File: src/rtl/detection_gate_pkg.sv
// Shared ultrasonic system definitions: detection FSM encoding, timer and
// counter widths, and a saturating increment helper.
package detection_gate_pkg;

  localparam int NUM_W    = 60;
  localparam int DEN_W    = 50;
  localparam int THRESH_W = 10;
  localparam int TIMER_W  = 14;
  localparam int COUNT_W  = 8;
  localparam int RUN_W    = 8;
  localparam int HOLD_W   = 8;

  localparam logic [TIMER_W-1:0] TIMER_MAX = '1;

  typedef enum logic [1:0] {
    ST_IDLE    = 2'd0,
    ST_ARMED   = 2'd1,
    ST_DETECT  = 2'd2,
    ST_HOLDOFF = 2'd3
  } gate_state_e;

  // Increment an 8-bit event counter, sticking at all-ones.
  function automatic logic [COUNT_W-1:0] sat_inc8(input logic [COUNT_W-1:0] v);
    return (v == '1) ? v : v + COUNT_W'(1);
  endfunction

endpackage

File: src/rtl/detection_gate.sv
// Threshold detection gate: qualifies runs of above-threshold filter samples,
// emits one FIFO write pulse per qualifying run, then ignores a hold-off window.
module detection_gate
  import detection_gate_pkg::*;
#(
  parameter logic [7:0] MIN_LEN = 8'd4,
  parameter logic [7:0] HOLDOFF = 8'd32
) (
  input  logic                SYS_CLK,
  input  logic                RST,
  input  logic                NIOS_ADC_ON,
  input  logic                CLK_EN,
  input  logic [NUM_W-1:0]    Yn_NUM,
  input  logic [DEN_W-1:0]    Yn_DEN,
  input  logic [THRESH_W-1:0] THRESH,
  input  logic                PEAK_FIFO_FULL,
  output logic                DETECTION,
  output logic                ABS_PEAK_FLAG,
  output logic [TIMER_W-1:0]  TIMER,
  output logic                TIMER_OVF,
  output logic [COUNT_W-1:0]  DET_COUNT,
  output logic [COUNT_W-1:0]  DROP_COUNT
);

  gate_state_e        state_q, state_d;
  logic [RUN_W-1:0]   run_q, run_d;
  logic [HOLD_W-1:0]  hold_q, hold_d;
  logic [TIMER_W-1:0] timer_q, timer_d;
  logic               ovf_q, ovf_d;
  logic [COUNT_W-1:0] det_cnt_q, det_cnt_d;
  logic [COUNT_W-1:0] drop_cnt_q, drop_cnt_d;
  logic               flag_q, flag_d;
  logic               detection_q;

  // Full-width ratio test: NUM/DEN > THRESH rewritten as NUM > THRESH*DEN.
  logic [NUM_W-1:0] thresh_prod;
  logic             above;
  assign thresh_prod = NUM_W'(THRESH) * NUM_W'(Yn_DEN);
  assign above       = (Yn_NUM > thresh_prod);

  // Next-state, sample timer, run/hold-off counters and flag decision.
  always_comb begin
    state_d    = state_q;
    run_d      = run_q;
    hold_d     = hold_q;
    timer_d    = timer_q;
    ovf_d      = ovf_q;
    det_cnt_d  = det_cnt_q;
    drop_cnt_d = drop_cnt_q;
    flag_d     = 1'b0;

    if (!NIOS_ADC_ON) begin
      // Acquisition off wins over any coincident sample; a pending run is lost.
      state_d = ST_IDLE;
    end else if (state_q == ST_IDLE) begin
      state_d    = ST_ARMED;
      timer_d    = '0;
      ovf_d      = 1'b0;
      det_cnt_d  = '0;
      drop_cnt_d = '0;
      run_d      = '0;
      hold_d     = '0;
    end else if (CLK_EN) begin
      if (timer_q != TIMER_MAX) begin
        timer_d = timer_q + TIMER_W'(1);
      end
      if (timer_d == TIMER_MAX) begin
        ovf_d = 1'b1;
      end

      case (state_q)
        ST_ARMED: begin
          if (above) begin
            state_d = ST_DETECT;
            run_d   = RUN_W'(1);
          end
        end
        ST_DETECT: begin
          if (above) begin
            run_d = sat_inc8(run_q);
          end else if (run_q >= MIN_LEN) begin
            state_d = ST_HOLDOFF;
            hold_d  = '0;
            if (PEAK_FIFO_FULL) begin
              drop_cnt_d = sat_inc8(drop_cnt_q);
            end else begin
              flag_d    = 1'b1;
              det_cnt_d = sat_inc8(det_cnt_q);
            end
          end else begin
            state_d = ST_ARMED;
          end
        end
        ST_HOLDOFF: begin
          // Samples are ignored here; leave on the HOLDOFF-th strobe.
          if ((hold_q + HOLD_W'(1)) == HOLDOFF) begin
            state_d = ST_ARMED;
            hold_d  = '0;
          end else begin
            hold_d = hold_q + HOLD_W'(1);
          end
        end
        default: state_d = ST_IDLE;
      endcase
    end
  end

  // State and output registers; reset overrides everything, so no flag escapes.
  always_ff @(posedge SYS_CLK) begin
    if (RST) begin
      state_q     <= ST_IDLE;
      run_q       <= '0;
      hold_q      <= '0;
      timer_q     <= '0;
      ovf_q       <= 1'b0;
      det_cnt_q   <= '0;
      drop_cnt_q  <= '0;
      flag_q      <= 1'b0;
      detection_q <= 1'b0;
    end else begin
      state_q     <= state_d;
      run_q       <= run_d;
      hold_q      <= hold_d;
      timer_q     <= timer_d;
      ovf_q       <= ovf_d;
      det_cnt_q   <= det_cnt_d;
      drop_cnt_q  <= drop_cnt_d;
      flag_q      <= flag_d;
      detection_q <= (state_d == ST_DETECT);
    end
  end

  assign DETECTION     = detection_q;
  assign ABS_PEAK_FLAG = flag_q;
  assign TIMER         = timer_q;
  assign TIMER_OVF     = ovf_q;
  assign DET_COUNT     = det_cnt_q;
  assign DROP_COUNT    = drop_cnt_q;

endmodule

File: config.mk
export PLATFORM = sky130hd
export DESIGN_NAME = detection_gate
export DESIGN_NICKNAME = d
export VERILOG_FILES = /design/src/rtl/detection_gate_pkg.sv /design/src/rtl/detection_gate.sv
export SDC_FILE = /design/constraint.sdc
export NUM_CORES = 1
export LEC_CHECK = 0
export CAP_MARGIN = 25
export CORE_UTILIZATION = 45
export CTS_CLUSTER_DIAMETER = 150
export CTS_CLUSTER_SIZE = 28
export DETAILED_ROUTE_END_ITERATION = 10
export GPL_ROUTABILITY_DRIVEN = 0
export PLACE_DENSITY = 0.73
export SYNTH_ARGS = -nofsm -noshare
export SYNTH_HDL_FRONTEND = slang
export SYNTH_SLANG_ARGS = --single-unit
File: constraint.sdc
create_clock -name SYS_CLK -period 31.3 [get_ports SYS_CLK]
set_clock_uncertainty 0.2 [all_clocks]
set_input_delay 4.695 -clock SYS_CLK [delete_from_list [all_inputs] [get_ports SYS_CLK]]
set_output_delay 4.695 -clock SYS_CLK [all_outputs]
set_load 0.02 [all_outputs]
Yosys cells after proc, flatten, opt, wreduce, memory -nomap -nowiden
Cells that the tools add are included.
Storage, ports and cells
  bits in registers: 51
  memory bits (read-only): 0
  bits in latches: 0
  output and inout bits: 33
  bits in writable memories: 0
  memories kept: 0
Operators by class
  $mul: 1
  shift-type cells: 0
  order comparisons: 2
  eq/ne operators: 19
  multiplexer cells: 44
  bitwise logic cells: 4
  add/subtract/negate cells: 5
  divide/modulo/power cells: 0
  reduce and logical (&&, ||, !) cells: 15
Operator list (number)
  $mux 8: 24
  $mux 14: 6
  $gt 60x60->1: 1
  $mul 10x50->60: 1
  $add 8x1->8 const B: 4
  $pmux 8 s2: 2
  $eq 8x8->1 const B: 3
  $ne 3x3->1 const B: 5
  $add 14x1->14 const B: 1
  $eq 14x14->1 const B: 1
  $mux 2: 7
  $ne 14x14->1 const B: 1
  $reduce_and 7->1: 2
  $reduce_bool 2->1: 5
  $eq 8x6->1 const B: 1
  $ge 8x3->1 const B: 1
  $reduce_or 7->1: 1
  $eq 2x2->1 const B: 3
  $pmux 2 s3: 1
  $reduce_and 6->1: 1
  $reduce_bool 3->1: 2
  $reduce_and 5->1: 1
  $mux 1: 4
  $ne 2x1->1 const B: 2
  other kinds (6): 10

Longest topological paths before layout
  depth in word-level cells: 9
  gate-level depth with buffers: 37
  gate-level depth less buffers: 33

Worst setup path before layout
No wires, ideal clock.
  kind: in2reg
  from: input port THRESH[1]
  to: register detection_q (netlist: DETECTION)
  arrival time: 12.871 ns
  stages on the path: 33
  required time: 31.026 ns
  setup slack: 18.155 ns
  setup time: 0.074 ns
  path buffers: 3
  cell sequence: clkbuf_1 > clkbuf_1 > nand2_1 > fa_1 > inv_1 > fa_1 > inv_1 > fa_1 > fa_1 > fa_1 > inv_1 > ha_1 > clkbuf_1 > and4_1 > nand3_1 > or2_2 > or3b_2 > o21ai_1 > nand2_1 > nor2_1 > o221ai_1 > xor2_1 > ha_1 > and3_1 > nand3_1 > or4_4 > o31a_1 > o32a_1 > a21oi_4 > mux2i_1 > a21oi_1 > or4_1 > a31oi_1
Between the ends
  word-level cells in the longest chain between the ends: 8
  elaborated cells on any way between the ends: 9
  those cells by class: mul: 1; order compare: 1; eq/ne: 1; mux: 6
RTL lines
  start: declaration: line detection_gate.sv:15  | input logic [THRESH_W-1:0] THRESH,
  $mul 10x50->60 *: line detection_gate.sv:38  | assign thresh_prod = NUM_W'(THRESH) * NUM_W'(Yn_DEN);
  $gt 60x60->1 *: line detection_gate.sv:39  | assign above = (Yn_NUM > thresh_prod);
  $mux 2 (on tied branches): line detection_gate.sv:79, detection_gate.sv:73
  $pmux 2 s3 *: line detection_gate.sv:71  | case (state_q)
  $mux 2 *: line detection_gate.sv:63  | end else if (CLK_EN) begin
  $mux 2 *: line detection_gate.sv:55  | end else if (state_q == ST_IDLE) begin
  $mux 2 *: line detection_gate.sv:52  | if (!NIOS_ADC_ON) begin
  $eq 2x2->1 *: line detection_gate.sv:129  | detection_q <= (state_d == ST_DETECT);
  end signal: assignment: line detection_gate.sv:129
  end: declaration: line detection_gate.sv:33  | logic detection_q;
Mark *: on every way between the ends. The rest lies on a longest branch, timed or not.
A chain may end at the register's enable or synchronous reset.

Worst setup path after layout
  from: input port THRESH[4]
  to: register detection_q (netlist: DETECTION)
The elaborated chain is that of the path after synthesis.

==> run_results.csv <==
group,metric,value,unit
synthesis,synth_async_sr_flop_share,0,%
clock_network,clock_latency,0.29,ns
floorplanning,top_level_ports,158,
placed_design,hpwl,43.6,mm
synthesis,synth-seq-cells,51,
floorplanning,die_h,213,um
synthesis,syn_area,20000,sq um
timing,setup_violations,0,
final_layout,fin_util,50.7,%
floorplanning,row_count,76,
global_routing,grt_pass1_vias,17956,
global_routing,grt-ovfl-total,0,
clock_network,clkSinkCount,51,
clock_network,holdBufCountCts,0,
critical_path,cp_data_required_time,31.31,ns
detailed_routing,first_pass_iters,5,
final_layout,layoutNonFillerInstCount,3065,
detailed_routing,drcViolationCount,0,
clock_network,path_clk_slew,0.07,ns
final_layout,fin_nets,3151,
clock_network,htreeDepth,2,
clock_network,ctsLongestPathBuffers,2,
timing,worst_pin_slew,0.967,ns
detailed_routing,vias_per_cell,5.56,
floorplanning,die-area,45400,sq um
critical_path,worstSetupPathType,"in2reg",
global_routing,grt_max_degree,51,
global_routing,antenna_found_initial,2,
final_layout,layout_common_cells,"inv_1, fa_1, nand2_1",
placed_design,dp_cells,3055,
synthesis,synth_cell_type_count,65,
synthesis,synth_edf_count,0,
status,status,"finished, final reports clean",
critical_path,arrival,14.86,ns
floorplanning,start_util,46.1,%
detailed_routing,num_vias,17035,
global_routing,grt_use_met2,44.6,%
detailed_routing,wl_per_cell,17.6,um
synthesis,ys.warnings.count,0,
detailed_routing,drt-total-wl,54.1,mm
synthesis,syn_inst,2451,
final_layout,layout_commonest_cell,"inv_1",
synthesis,yosysSeqAreaShare,5.09,%
critical_path,critPathCaptureType,"flip-flop",
critical_path,cp_num_buf_inv,4,
timing,timing_hold_violations_final,0,
critical_path,cp-start-kind,"input port",
synthesis,avgSynthCellArea,8.18,sq um
final_layout,drive_above_1_share,1.33,%
global_routing,grt_pass1_wl,88.9,mm
timing,rsz0062_at_grt,"false",
clock_network,cts-resized-gates,0,
synthesis,synth_ff_type,"dfxtp_1",
clock_network,cts_buffers,5,
timing,relSlewSlack,34.7,%
timing,drv_slew,0,
floorplanning,dieWidth,213,um
global_routing,busiest_layer,"met2",
timing,timing.final.crit_period,14.86,ns
critical_path,slowest_stage,"a2111oi_0",
critical_path,path_max_fanout,50,
critical_path,max_stage_delay,0.78,ns
timing,setup_tns,0,ns
critical_path,path_delay_family,"adder cells",
floorplanning,core,43500,sq um
final_layout,area_growth,9.99,%
clock_network,cts_setup_buffers,0,
synthesis,syn-num-nets,3124,
detailed_routing,drtIter0Drc,985,
timing,fin_ws,16.44,ns
global_routing,grt_use_total,24.4,%
timing,period_share,47.5,%
clock_network,cts_tree,"built",
timing,max_freq,0.0673,GHz
placed_design,place.port_buffers,157,
hold_path,holdCritPathClass,"reg2reg",
critical_path,crit_top_cell,"fa_1",
global_routing,grt_use_met1,29.5,%
flow_run,maxCapViolCount,0,
detailed_routing,ant_nets,0,
placed_design,pre_cts_ws,16.29,ns
clock_network,root_buffer,"clkbuf_16",
global_routing,met3_usage,3.44,%
## metrics by stage
step           instance area (sq um)  hold slack (ns)
2_1_floorplan                  20000            0.244
3_3_place_gp                   21800            0.252
3_5_place_dp                   21800            0.266
4_1_cts                        22000            0.278
5_1_grt                        22000            0.297
6_report                       22000            0.282
## flip-flops by register name, indices dropped and copies added, names as in the netlist
signal and cells:
ABS_PEAK_FLAG 1, DETECTION 1, DET_COUNT 8, run_q 8
state_q 2, hold_q 8, TIMER 14, TIMER_OVF 1
DROP_COUNT 8
## synthesized netlist by cell type, types with 10 or more instances
master    instances  area [sq um]
inv_1           417          1570
and3_1           12          75.1
a21o_1           30           225
nand2_1         340          1280
o211ai_1         12          90.1
ha_1            166          2080
fa_1            382          7650
nor3_1           20           100
nand2b_1         17           106
clkbuf_1        129           484
o21bai_1         10          75.1
nor2b_1          15          93.8
nor4_1           10          62.6
a31oi_1          17           106
nor2_1           88           330
xnor2_1          31           272
dfxtp_1          51          1020
nand4_1          43           269
buf_1            19          71.3
xor2_1           45           394
a21oi_1         120           601
nand3_1          37           185
o21ai_0          60           300
and2_1          263          1650
a211oi_1         13          97.6
## cells by family after synthesis
logic type | after synthesis | synth area share [%]
adder cells (fa/ha/maj) | 548 | 48.5
flip-flops | 51 | 5.09
AND/OR/NAND/NOR | 878 | 22.0
XOR/XNOR | 76 | 3.32
buffers and inverters | 566 | 10.6
AO/OA/AOI/OAI | 328 | 10.2
multiplexers | 4 | 0.206
## final timing paths
check	startpoint	to	slack [ns]	depth (start not counted)
min reg2reg	TIMER_OVF$_SDFFE_PP0P_	TIMER_OVF$_SDFFE_PP0P_	0.28	2
max reg2reg	TIMER[3]$_SDFFE_PP0P_	TIMER_OVF$_SDFFE_PP0P_	28.14	10
max	THRESH[4]	DETECTION$_SDFF_PP0_	16.44	31
min	TIMER_OVF$_SDFFE_PP0P_	TIMER_OVF$_SDFFE_PP0P_	0.28	2
## area by class of cell
type | count | area [sq um]
inverter | 417 | 1570
antenna | 1 | 2.50
clock inverter | 2 | 35.0
clock buffer | 6 | 139
tap | 585 | 732
timing repair buffer | 169 | 1650
multi-input combinational | 1834 | 16900
sequential | 51 | 1020
fill | 4084 | 21400
## worst reg2reg max path, stage by stage (launching register included)
cell and delay, ns:
dfxtp_1 0.60, nand3_1 0.23, nor3_1 0.46, nand4_1 0.26, or2_1 0.37, and2_1 0.24
nor2_1 0.21, nor2_1 0.07, o22ai_1 0.15, nand3_1 0.14, o22ai_1 0.14
## metal layers
| metal | vias up | wire length, um |
|---|---|---|
| li1 | 7727 | - |
| met2 | 707 | 27600 |
| met3 | 111 | 3990 |
| met1 | 8488 | 20800 |
| met4 | 2 | 1610 |
| met5 | - | 13 |
Power is left out: the tool's default activity adds up to more than one toggle a clock period on the data nets, which glitch-free logic cannot reach.
